$ cat config.mk
export PLATFORM = sky130hd
export DESIGN_NAME = display_frame_seq_flat
export DESIGN_NICKNAME = d
export VERILOG_FILES = /design/src/rtl/display_frame_seq_pkg.sv /design/src/rtl/display_frame_seq_if.sv /design/src/rtl/display_lfsr_step.sv /design/src/rtl/display_frame_seq.sv /design/src/flat_wrapper.sv
export SDC_FILE = /design/constraint.sdc
export NUM_CORES = 1
export LEC_CHECK = 0
export CELL_PAD_IN_SITES_DETAIL_PLACEMENT = 2
export CELL_PAD_IN_SITES_GLOBAL_PLACEMENT = 2
export CORE_ASPECT_RATIO = 1.1
export CORE_MARGIN = 2
export CORE_UTILIZATION = 33
export DETAILED_ROUTE_END_ITERATION = 7
export GPL_TIMING_DRIVEN = 1
export PLACE_DENSITY_LB_ADDON = 0.1
export REMOVE_ABC_BUFFERS = 1
export SYNTH_ARGS = -nofsm -noshare
export SYNTH_HDL_FRONTEND = slang
export SYNTH_SLANG_ARGS = --single-unit
$ cat constraint.sdc
create_clock -name clk -period 2.7 [get_ports clk]
set_input_delay 0.54 -clock clk [delete_from_list [all_inputs] [get_ports clk]]
set_output_delay 0.54 -clock clk [all_outputs]
set_load 0.02 [all_outputs]
$ cat src/rtl/display_frame_seq_pkg.sv
// Shared constants, LFSR helper and FSM state type for the display frame sequencer.
package display_frame_seq_pkg;

  localparam int unsigned LFSR_W = 32;

  // x^32 + x^22 + x^2 + x + 1 -> state bits 31, 21, 1, 0
  localparam logic [LFSR_W-1:0] LFSR_TAPS = 32'h8020_0003;

  typedef enum logic [1:0] {
    StIdle,
    StRun,
    StDone
  } state_e;

  function automatic logic [LFSR_W-1:0] lfsr_next(input logic [LFSR_W-1:0] s);
    return {s[LFSR_W-2:0], ^(s & LFSR_TAPS)};
  endfunction

endpackage

$ cat src/rtl/display_frame_seq_if.sv
// Start/frame handshake bundle between a sequence requester and the frame sequencer.
interface display_frame_seq_if
  import display_frame_seq_pkg::*;
#(
  parameter int unsigned NB_SEGMENTS = 7,
  parameter int unsigned NB_FRAMES   = 8
);
  localparam int unsigned IDX_W = (NB_FRAMES > 1) ? $clog2(NB_FRAMES) : 1;

  logic                   start;
  logic [NB_SEGMENTS-1:0] msg;
  logic [LFSR_W-1:0]      seed;
  logic                   frame_valid;
  logic                   frame_ready;
  logic [NB_SEGMENTS-1:0] frame_seg;
  logic [IDX_W-1:0]       frame_idx;
  logic                   busy;
  logic                   done;

  modport master (
    output start, msg, seed, frame_ready,
    input  frame_valid, frame_seg, frame_idx, busy, done
  );

  modport slave (
    input  start, msg, seed, frame_ready,
    output frame_valid, frame_seg, frame_idx, busy, done
  );

endinterface

$ cat src/rtl/display_lfsr_step.sv
// Combinational advance of the sequencer LFSR by a fixed number of steps.
module display_lfsr_step
  import display_frame_seq_pkg::*;
#(
  parameter int unsigned Steps = 1
) (
  input  logic [LFSR_W-1:0] state_i,
  output logic [LFSR_W-1:0] state_o
);

  logic [LFSR_W-1:0] s;

  always_comb begin
    s = state_i;
    for (int unsigned i = 0; i < Steps; i++) begin
      s = lfsr_next(s);
    end
    state_o = s;
  end

endmodule

$ cat src/rtl/display_frame_seq.sv
// Generates NB_FRAMES pseudo-random segment frames per message: displayed segments
// light at 1/2 duty, undisplayed ones at 1/4, over a valid/ready frame handshake.
module display_frame_seq
  import display_frame_seq_pkg::*;
#(
  parameter int unsigned NB_SEGMENTS = 7,
  parameter int unsigned NB_FRAMES   = 8
) (
  input  logic               clk,
  input  logic               rst,
  display_frame_seq_if.slave bus
);

  localparam int unsigned IDX_W = (NB_FRAMES > 1) ? $clog2(NB_FRAMES) : 1;
  localparam logic [IDX_W-1:0] LAST_IDX = IDX_W'(NB_FRAMES - 1);

  state_e                 state_q, state_d;
  logic [LFSR_W-1:0]      lfsr_q, lfsr_d, lfsr_adv, seed_fix;
  logic [NB_SEGMENTS-1:0] msg_q, msg_d;
  logic [NB_SEGMENTS-1:0] seg_q, seg_d;
  logic [IDX_W-1:0]       idx_q, idx_d;
  logic                   hs;

  display_lfsr_step #(
    .Steps(2 * NB_SEGMENTS)
  ) u_step (
    .state_i(lfsr_q),
    .state_o(lfsr_adv)
  );

  // Displayed segments take r_a alone; others need r_a and r_b both set.
  function automatic logic [NB_SEGMENTS-1:0] mix(input logic [NB_SEGMENTS-1:0] m,
                                                 input logic [LFSR_W-1:0]      s);
    logic [NB_SEGMENTS-1:0] ra, rb;
    ra = s[NB_SEGMENTS-1:0];
    rb = s[2*NB_SEGMENTS-1:NB_SEGMENTS];
    return (m & ra) | (~m & ra & rb);
  endfunction

  // A zero seed would lock the LFSR.
  assign seed_fix = (bus.seed == '0) ? LFSR_W'(1) : bus.seed;
  assign hs       = (state_q == StRun) && bus.frame_ready;

  always_comb begin
    state_d = state_q;
    lfsr_d  = lfsr_q;
    msg_d   = msg_q;
    seg_d   = seg_q;
    idx_d   = idx_q;
    unique case (state_q)
      StIdle: begin
        if (bus.start) begin
          state_d = StRun;
          lfsr_d  = seed_fix;
          msg_d   = bus.msg;
          seg_d   = mix(bus.msg, seed_fix);
          idx_d   = '0;
        end
      end
      StRun: begin
        if (hs) begin
          lfsr_d = lfsr_adv;
          if (idx_q == LAST_IDX) begin
            state_d = StDone;
            seg_d   = '0;
          end else begin
            seg_d = mix(msg_q, lfsr_adv);
            idx_d = idx_q + IDX_W'(1);
          end
        end
      end
      StDone: begin
        state_d = StIdle;
      end
      default: begin
        state_d = StIdle;
      end
    endcase
  end

  always_ff @(posedge clk or posedge rst) begin
    if (rst) begin
      state_q <= StIdle;
      lfsr_q  <= '0;
      msg_q   <= '0;
      seg_q   <= '0;
      idx_q   <= '0;
    end else begin
      state_q <= state_d;
      lfsr_q  <= lfsr_d;
      msg_q   <= msg_d;
      seg_q   <= seg_d;
      idx_q   <= idx_d;
    end
  end

  always_comb begin
    bus.frame_valid = (state_q == StRun);
    bus.frame_seg   = (state_q == StRun) ? seg_q : '0;
    bus.frame_idx   = idx_q;
    bus.busy        = (state_q != StIdle);
    bus.done        = (state_q == StDone);
  end

endmodule

$ cat src/flat_wrapper.sv
// flat-port wrapper written by rule: the top's interface ports become plain ports
module display_frame_seq_flat import display_frame_seq_pkg::*;
#(
  parameter int unsigned NB_SEGMENTS = 7,
  parameter int unsigned NB_FRAMES   = 8
)
  (clk, rst, bus_start, bus_msg, bus_seed, bus_frame_ready, bus_frame_valid, bus_frame_seg, bus_frame_idx, bus_busy, bus_done);
  display_frame_seq_if #(.NB_SEGMENTS(NB_SEGMENTS), .NB_FRAMES(NB_FRAMES)) bus_i ();
  input  logic clk;
  input  logic rst;
  input wire logic [$bits(bus_i.start)-1:0] bus_start;
  input wire logic [$bits(bus_i.msg)-1:0] bus_msg;
  input wire logic [$bits(bus_i.seed)-1:0] bus_seed;
  input wire logic [$bits(bus_i.frame_ready)-1:0] bus_frame_ready;
  output wire logic [$bits(bus_i.frame_valid)-1:0] bus_frame_valid;
  output wire logic [$bits(bus_i.frame_seg)-1:0] bus_frame_seg;
  output wire logic [$bits(bus_i.frame_idx)-1:0] bus_frame_idx;
  output wire logic [$bits(bus_i.busy)-1:0] bus_busy;
  output wire logic [$bits(bus_i.done)-1:0] bus_done;
  assign bus_i.start = bus_start;
  assign bus_i.msg = bus_msg;
  assign bus_i.seed = bus_seed;
  assign bus_i.frame_ready = bus_frame_ready;
  assign bus_frame_valid = bus_i.frame_valid;
  assign bus_frame_seg = bus_i.frame_seg;
  assign bus_frame_idx = bus_i.frame_idx;
  assign bus_busy = bus_i.busy;
  assign bus_done = bus_i.done;
  display_frame_seq #(.NB_SEGMENTS(NB_SEGMENTS), .NB_FRAMES(NB_FRAMES)) u_core (.clk(clk), .rst(rst), .bus(bus_i));
endmodule
# Word-level counts from Yosys, hierarchy flattened
# Cells that the tools add are included.
word_totals:
  ramBits: 0
  n_memories: 0
  ff_bits: 51
  latch_bits: 0
  wordCells: 63
  in_bits: 43
  mem_bits_ro: 0
  out_inout_bits: 13
classes:
  shift: 0
  muxes: 17
  bitwise: 10
  div: 0
  n_addsub: 1
  reduce_logical: 23
  multipliers: 0
  order_cmp: 0
  n_eq_ne: 7
op_table:
  columns: ["cell", "count"]
  rows:
  - ["32-bit parity", 14]
  - ["32-bit two-way mux", 3]
  - ["32-bit one-hot mux with 2 select lines", 1]
  - ["7-bit AND", 6]
  - ["32-bit logical NOT", 1]
  - ["7-bit two-way mux", 4]
  - ["7-bit NOT", 2]
  - ["7-bit bitwise OR", 2]
  - ["7-bit one-hot mux with 2 select lines", 1]
  - ["3-bit two-way mux", 3]
  - ["2-bit two-way mux", 3]
  - ["3-bit one-hot mux with 2 select lines", 1]
  - ["3-bit AND reduction", 2]
  - ["2-bit by 1-bit inequality test with 1-bit output (second input constant)", 2]
  - ["2-bit inequality test (second input constant)", 2]
  - ["2-bit one-hot mux with 2 select lines", 1]
  - ["4-bit AND reduction", 1]
  - ["2-bit nonzero test", 2]
  - ["3-bit by 1-bit adder with 3-bit output (second input constant)", 1]
  - ["3-bit == test (second input constant)", 1]
  - ["2-bit by 1-bit == test with 1-bit output (second input constant)", 1]
  - ["2-bit == test (second input constant)", 1]
  - ["2-bit logical NOT", 1]
  - ["2-bit AND reduction", 1]
  - ["1-bit logical AND", 1]

# Depth between registers and ports, before layout
logic_depth:
  depth_word: 20
  mapped_depth: 7
  ltp_nobuf: 6

# Hierarchy
# From an unflattened synthesis, not the netlist that was laid out.
hier_totals:
  hier_cells: 301
  hier_area_um2: 3219.3
by_module_without_submodules:
  columns: ["module", "seq_area_each_um2", "n_inst", "area_each_um2", "cells_per_inst"]
  rows:
  - ["display_frame_seq", 1276.2, 1, 2575.0, 242]
  - ["display_lfsr_step", 0.0, 1, 644.4, 59]

# Worst setup path before layout
# OpenSTA, ideal clock, no wires.
synth_timing:
  kind: "reg2reg"
  startpoint: "reg u_core.lfsr_q[16]"
  endpoint: "reg u_core.lfsr_q[1]"
  setup_slack_ns: 0.454
  t_arrival_ns: 2.117
  required_ns: 2.570
  synth_period_minus_slack_ns: 2.246
  setup_time_ns: 0.130
  path_buffers: 0
  stages_incl_launch_ff: 7
  cell_sequence: "dfrtp_1 xnor2_1 xor3_2 xnor3_2 xnor3_1 mux2i_1 o21ai_1"
synth_between:
  elab_chain_cells: 10
synth_rtl:
  columns: ["element", "line_no", "text"]
  rows:
  - ["start, declared", "display_frame_seq.sv:18", "logic [LFSR_W-1:0] lfsr_q, lfsr_d, lfsr_adv, seed_fix;"]
  - ["start signal, assigned", "display_frame_seq.sv:90", "lfsr_q <= lfsr_d;"]
  - ["32-bit parity *", "display_frame_seq_pkg.sv:16", "return {s[LFSR_W-2:0], ^(s & LFSR_TAPS)};"]
  - ["32-bit parity (6 in a row)", "display_frame_seq_pkg.sv:16", null]
  - ["32-bit parity *", "display_frame_seq_pkg.sv:16", null]
  - ["32-bit two-way mux *", "display_frame_seq.sv:61", "if (hs) begin"]
  - ["32-bit one-hot mux with 2 select lines *", "display_frame_seq.sv:50", "unique case (state_q)"]
# Mark *: on every way between the ends. The rest lies on a longest branch, timed or not. The select of a mux whose other input is x is not followed.
# A chain may end at the register's enable or synchronous reset.

# Final worst setup path
layout_timing:
  startpoint: "reg u_core.state_q[1]"
  endpoint: "out bus_frame_seg[4]"
layout_between:
  elab_chain_cells: 2
layout_rtl:
  columns: ["element", "line_no", "text"]
  rows:
  - ["start, declared", "display_frame_seq.sv:17", "state_e state_q, state_d;"]
  - ["start signal, assigned", "display_frame_seq.sv:83", "state_q <= StIdle;"]
  - ["start signal, assigned", "display_frame_seq.sv:89", "state_q <= state_d;"]
  - ["2-bit by 1-bit == test with 1-bit output", "display_frame_seq.sv:99", "bus.frame_seg = (state_q == StRun) ? seg_q : '0;"]
  - ["7-bit two-way mux", "display_frame_seq.sv:99", null]
  - ["end, declared", "flat_wrapper.sv:16", "output wire logic [$bits(bus_i.frame_seg)-1:0] bus_frame_seg;"]
# No other way between the ends.

==> flow_summary.toml <==
[detailed_routing]
num_vias = 2401
firstDrtPassIters = 4
ant_nets = 0
routed_wl_microns = 9050
initialDrtViolationCount = 50
via_per_inst = 5.13
drc = 0
wl_per_cell_microns = 19.3

[yosys]
synth_top_family_by_area = "XOR/XNOR gates"
syn_area_sq_mm = 0.00301
synth_edf_count = 0
synthDistinctLibCells = 37
syn_inst = 299
synth_mux_area_share_pct = 12.3
ys_seq_elements = 51
synth_xor_area_share_pct = 17.4
async_flop_share_pct = 100
yosysSeqAreaShare_pct = 42.3
syn_avg_cell_area_sq_um = 10.1
yosysWarnings = 0
synth_compound_area_share_pct = 11.5
synthSimpleGateAreaFrac_pct = 12.5
synth_top_area_cell = "dfrtp_1"
synthFlopType = "dfrtp_1"
yosys.area_share.adder_pct = 0.830
synth.top_cell.area_share_pct = 42.3
yosys-top-cells-area = "dfrtp_1 42%, mux2i_1 9.0%, o21ai_0 7.1%"

[cts]
ctsHtreeMaxLevel = 2
cts_resized = 0
cts_tree = "built"
path_clk_slew_ps = 100
clock_latency_ps = 310
postCtsSetupRepairBufs = 0
cts_hold_buf = 0
cts.path.max_buffers = 2
cts_made_buffers = 5
cts.sinks = 51
cts-root-buf = "clkbuf_8"

[critical_path]
cp-end-kind = "primary output"
path_class = "reg2out"
arrival_ps = 2010
crit_path_start = "u_core.state_q[1]"
r2r-start = "u_core.lfsr_q[16]"
critPathMaxFanout = 16
cp-start-kind = "flip-flop"
critical_path_required_ps = 2160

[worst_hold_path]
hold_path_startpoint = "u_core.lfsr_q[7]"
hold_class = "reg2reg"

[timing]
hold_viol_final = 0
min_period_ps = 2550
finalCritPeriodShare_pct = 94.6
fmax_mhz = 391
fin_skew_ps = 11.2
finalMaxSlewViolations = 0
rsz0062_at_grt = "no"
max_slew_margin_pct = 53.4
worst_pin_slew_ps = 692
finalSetupViolations = 0

[layout]
syn2layout_area_growth_pct = 27.0
final_nets = 398
insertedDiodeCount = 0
n_fill_cell = 961
drive_gt1_share_pct = 9.04
final_cell_mix = "55 x clkdlybuf4s50_1, 51 x dfrtp_1, 43 x o21ai_0"
post-route-util_pct = 43.1
final_common_cell = "clkdlybuf4s50_1"

[die]
initial_core_util_pct = 34.0
chipHeight_microns = 104
die_width_microns = 95.1
ios = 56
core-area_sq_mm = 0.00887
die-area_sq_mm = 0.00992
rows = 36

[global_routing]
grt_max_degree = 42
overflow = 0
grt_use_total_pct = 19.4
grt_pass1_vias = 2613
antenna_found_initial = 0
grt_pass1_wl_microns = 14600

[outcome]
outcome = "completed"

[placed_design]
place_hpwl_microns = 7110
gp_congestion = 0.805
io_buffer_count = 55

[job]
maxCapViolCount = 0
==> registers in the layout, indices dropped and copies added (netlist names) <==
| signal | flops |
|---|---|
| u_core.state_q | 2 |
| u_core.msg_q | 7 |
| u_core.lfsr_q | 32 |
| u_core.bus.frame_idx | 3 |
| u_core.seg_q | 7 |
==> cells in the mapped netlist (all sizes together), types with 3 or more instances <==
cell and count:
mux2i 27, inv 3, nor2b 3, xnor3 7, nor4 8, nor2 12, nand2 41, dfrtp 51
xor2 12, nor3 4, clkbuf 11, xnor2 25, and2 7, buf 4, o21ai 47, mux2 9
a21oi 8
==> layer usage <==
layer	up-vias	routed length, microns	track usage, %
li1	1140	-	-
met1	1215	4020	25.8
met2	40	4720	33.9
met3	6	232	2.17
met4	0	74	3.73
met5	-	0	0
==> layout make-up <==
type	instances	area (sq um)	area share [%]
inverters	4	15.0	0.392
clock inverters	2	60.1	1.57
flip-flops and latches	51	1280	33.3
repair buffers	62	616	16.1
clock buffers	6	72.6	1.90
multi-input cells	229	1650	43.0
well taps	114	143	3.73
==> per-stage QoR <==
step	worst slack, ps	cell area (sq um)	cells	hold slack, ps	setup TNS [ps]
floorplan	-653	2930	284	436	-7800
global placement	118	3690	460	466	0
detailed placement	62.7	3690	460	478	0
CTS	130	3830	468	499	0
global route	42.0	3830	468	541	0
finish	145	3830	468	494	0
==> cells by family after synthesis <==
kind of cell	after synthesis
and+or+nand+nor	82
AOI/OAI and AO/OA	64
DFF	51
xor gates and xnor gates	45
muxes	36
buffers and inverters	19
adders and majority gates	2
==> critical path: stages, from the launching register on <==
cell	delay (ps)
dfrtp_1	420
nand2b_2	200
clkinv_1	60
buf_4	230
and2_1	170
clkdlybuf4s50_1	610
==> worst paths after layout <==
| path | slack (ps) | cells after the start | endpoint |
|---|---|---|---|
| max in group asynchronous | 1550 | 3 | u_core.lfsr_q[6] |
| min reg2reg | 490 | 2 | u_core.lfsr_q[7] |
| min in group asynchronous | 590 | 2 | u_core.lfsr_q[3] |
| min | 490 | 2 | u_core.lfsr_q[7] |
| max | 150 | 5 | bus_frame_seg[4] |
| max reg2reg | 170 | 6 | u_core.lfsr_q[1] |
Power of run 1 is not shown: default switching activity piles up to over one toggle a cycle in this logic, so the estimate is an artifact.
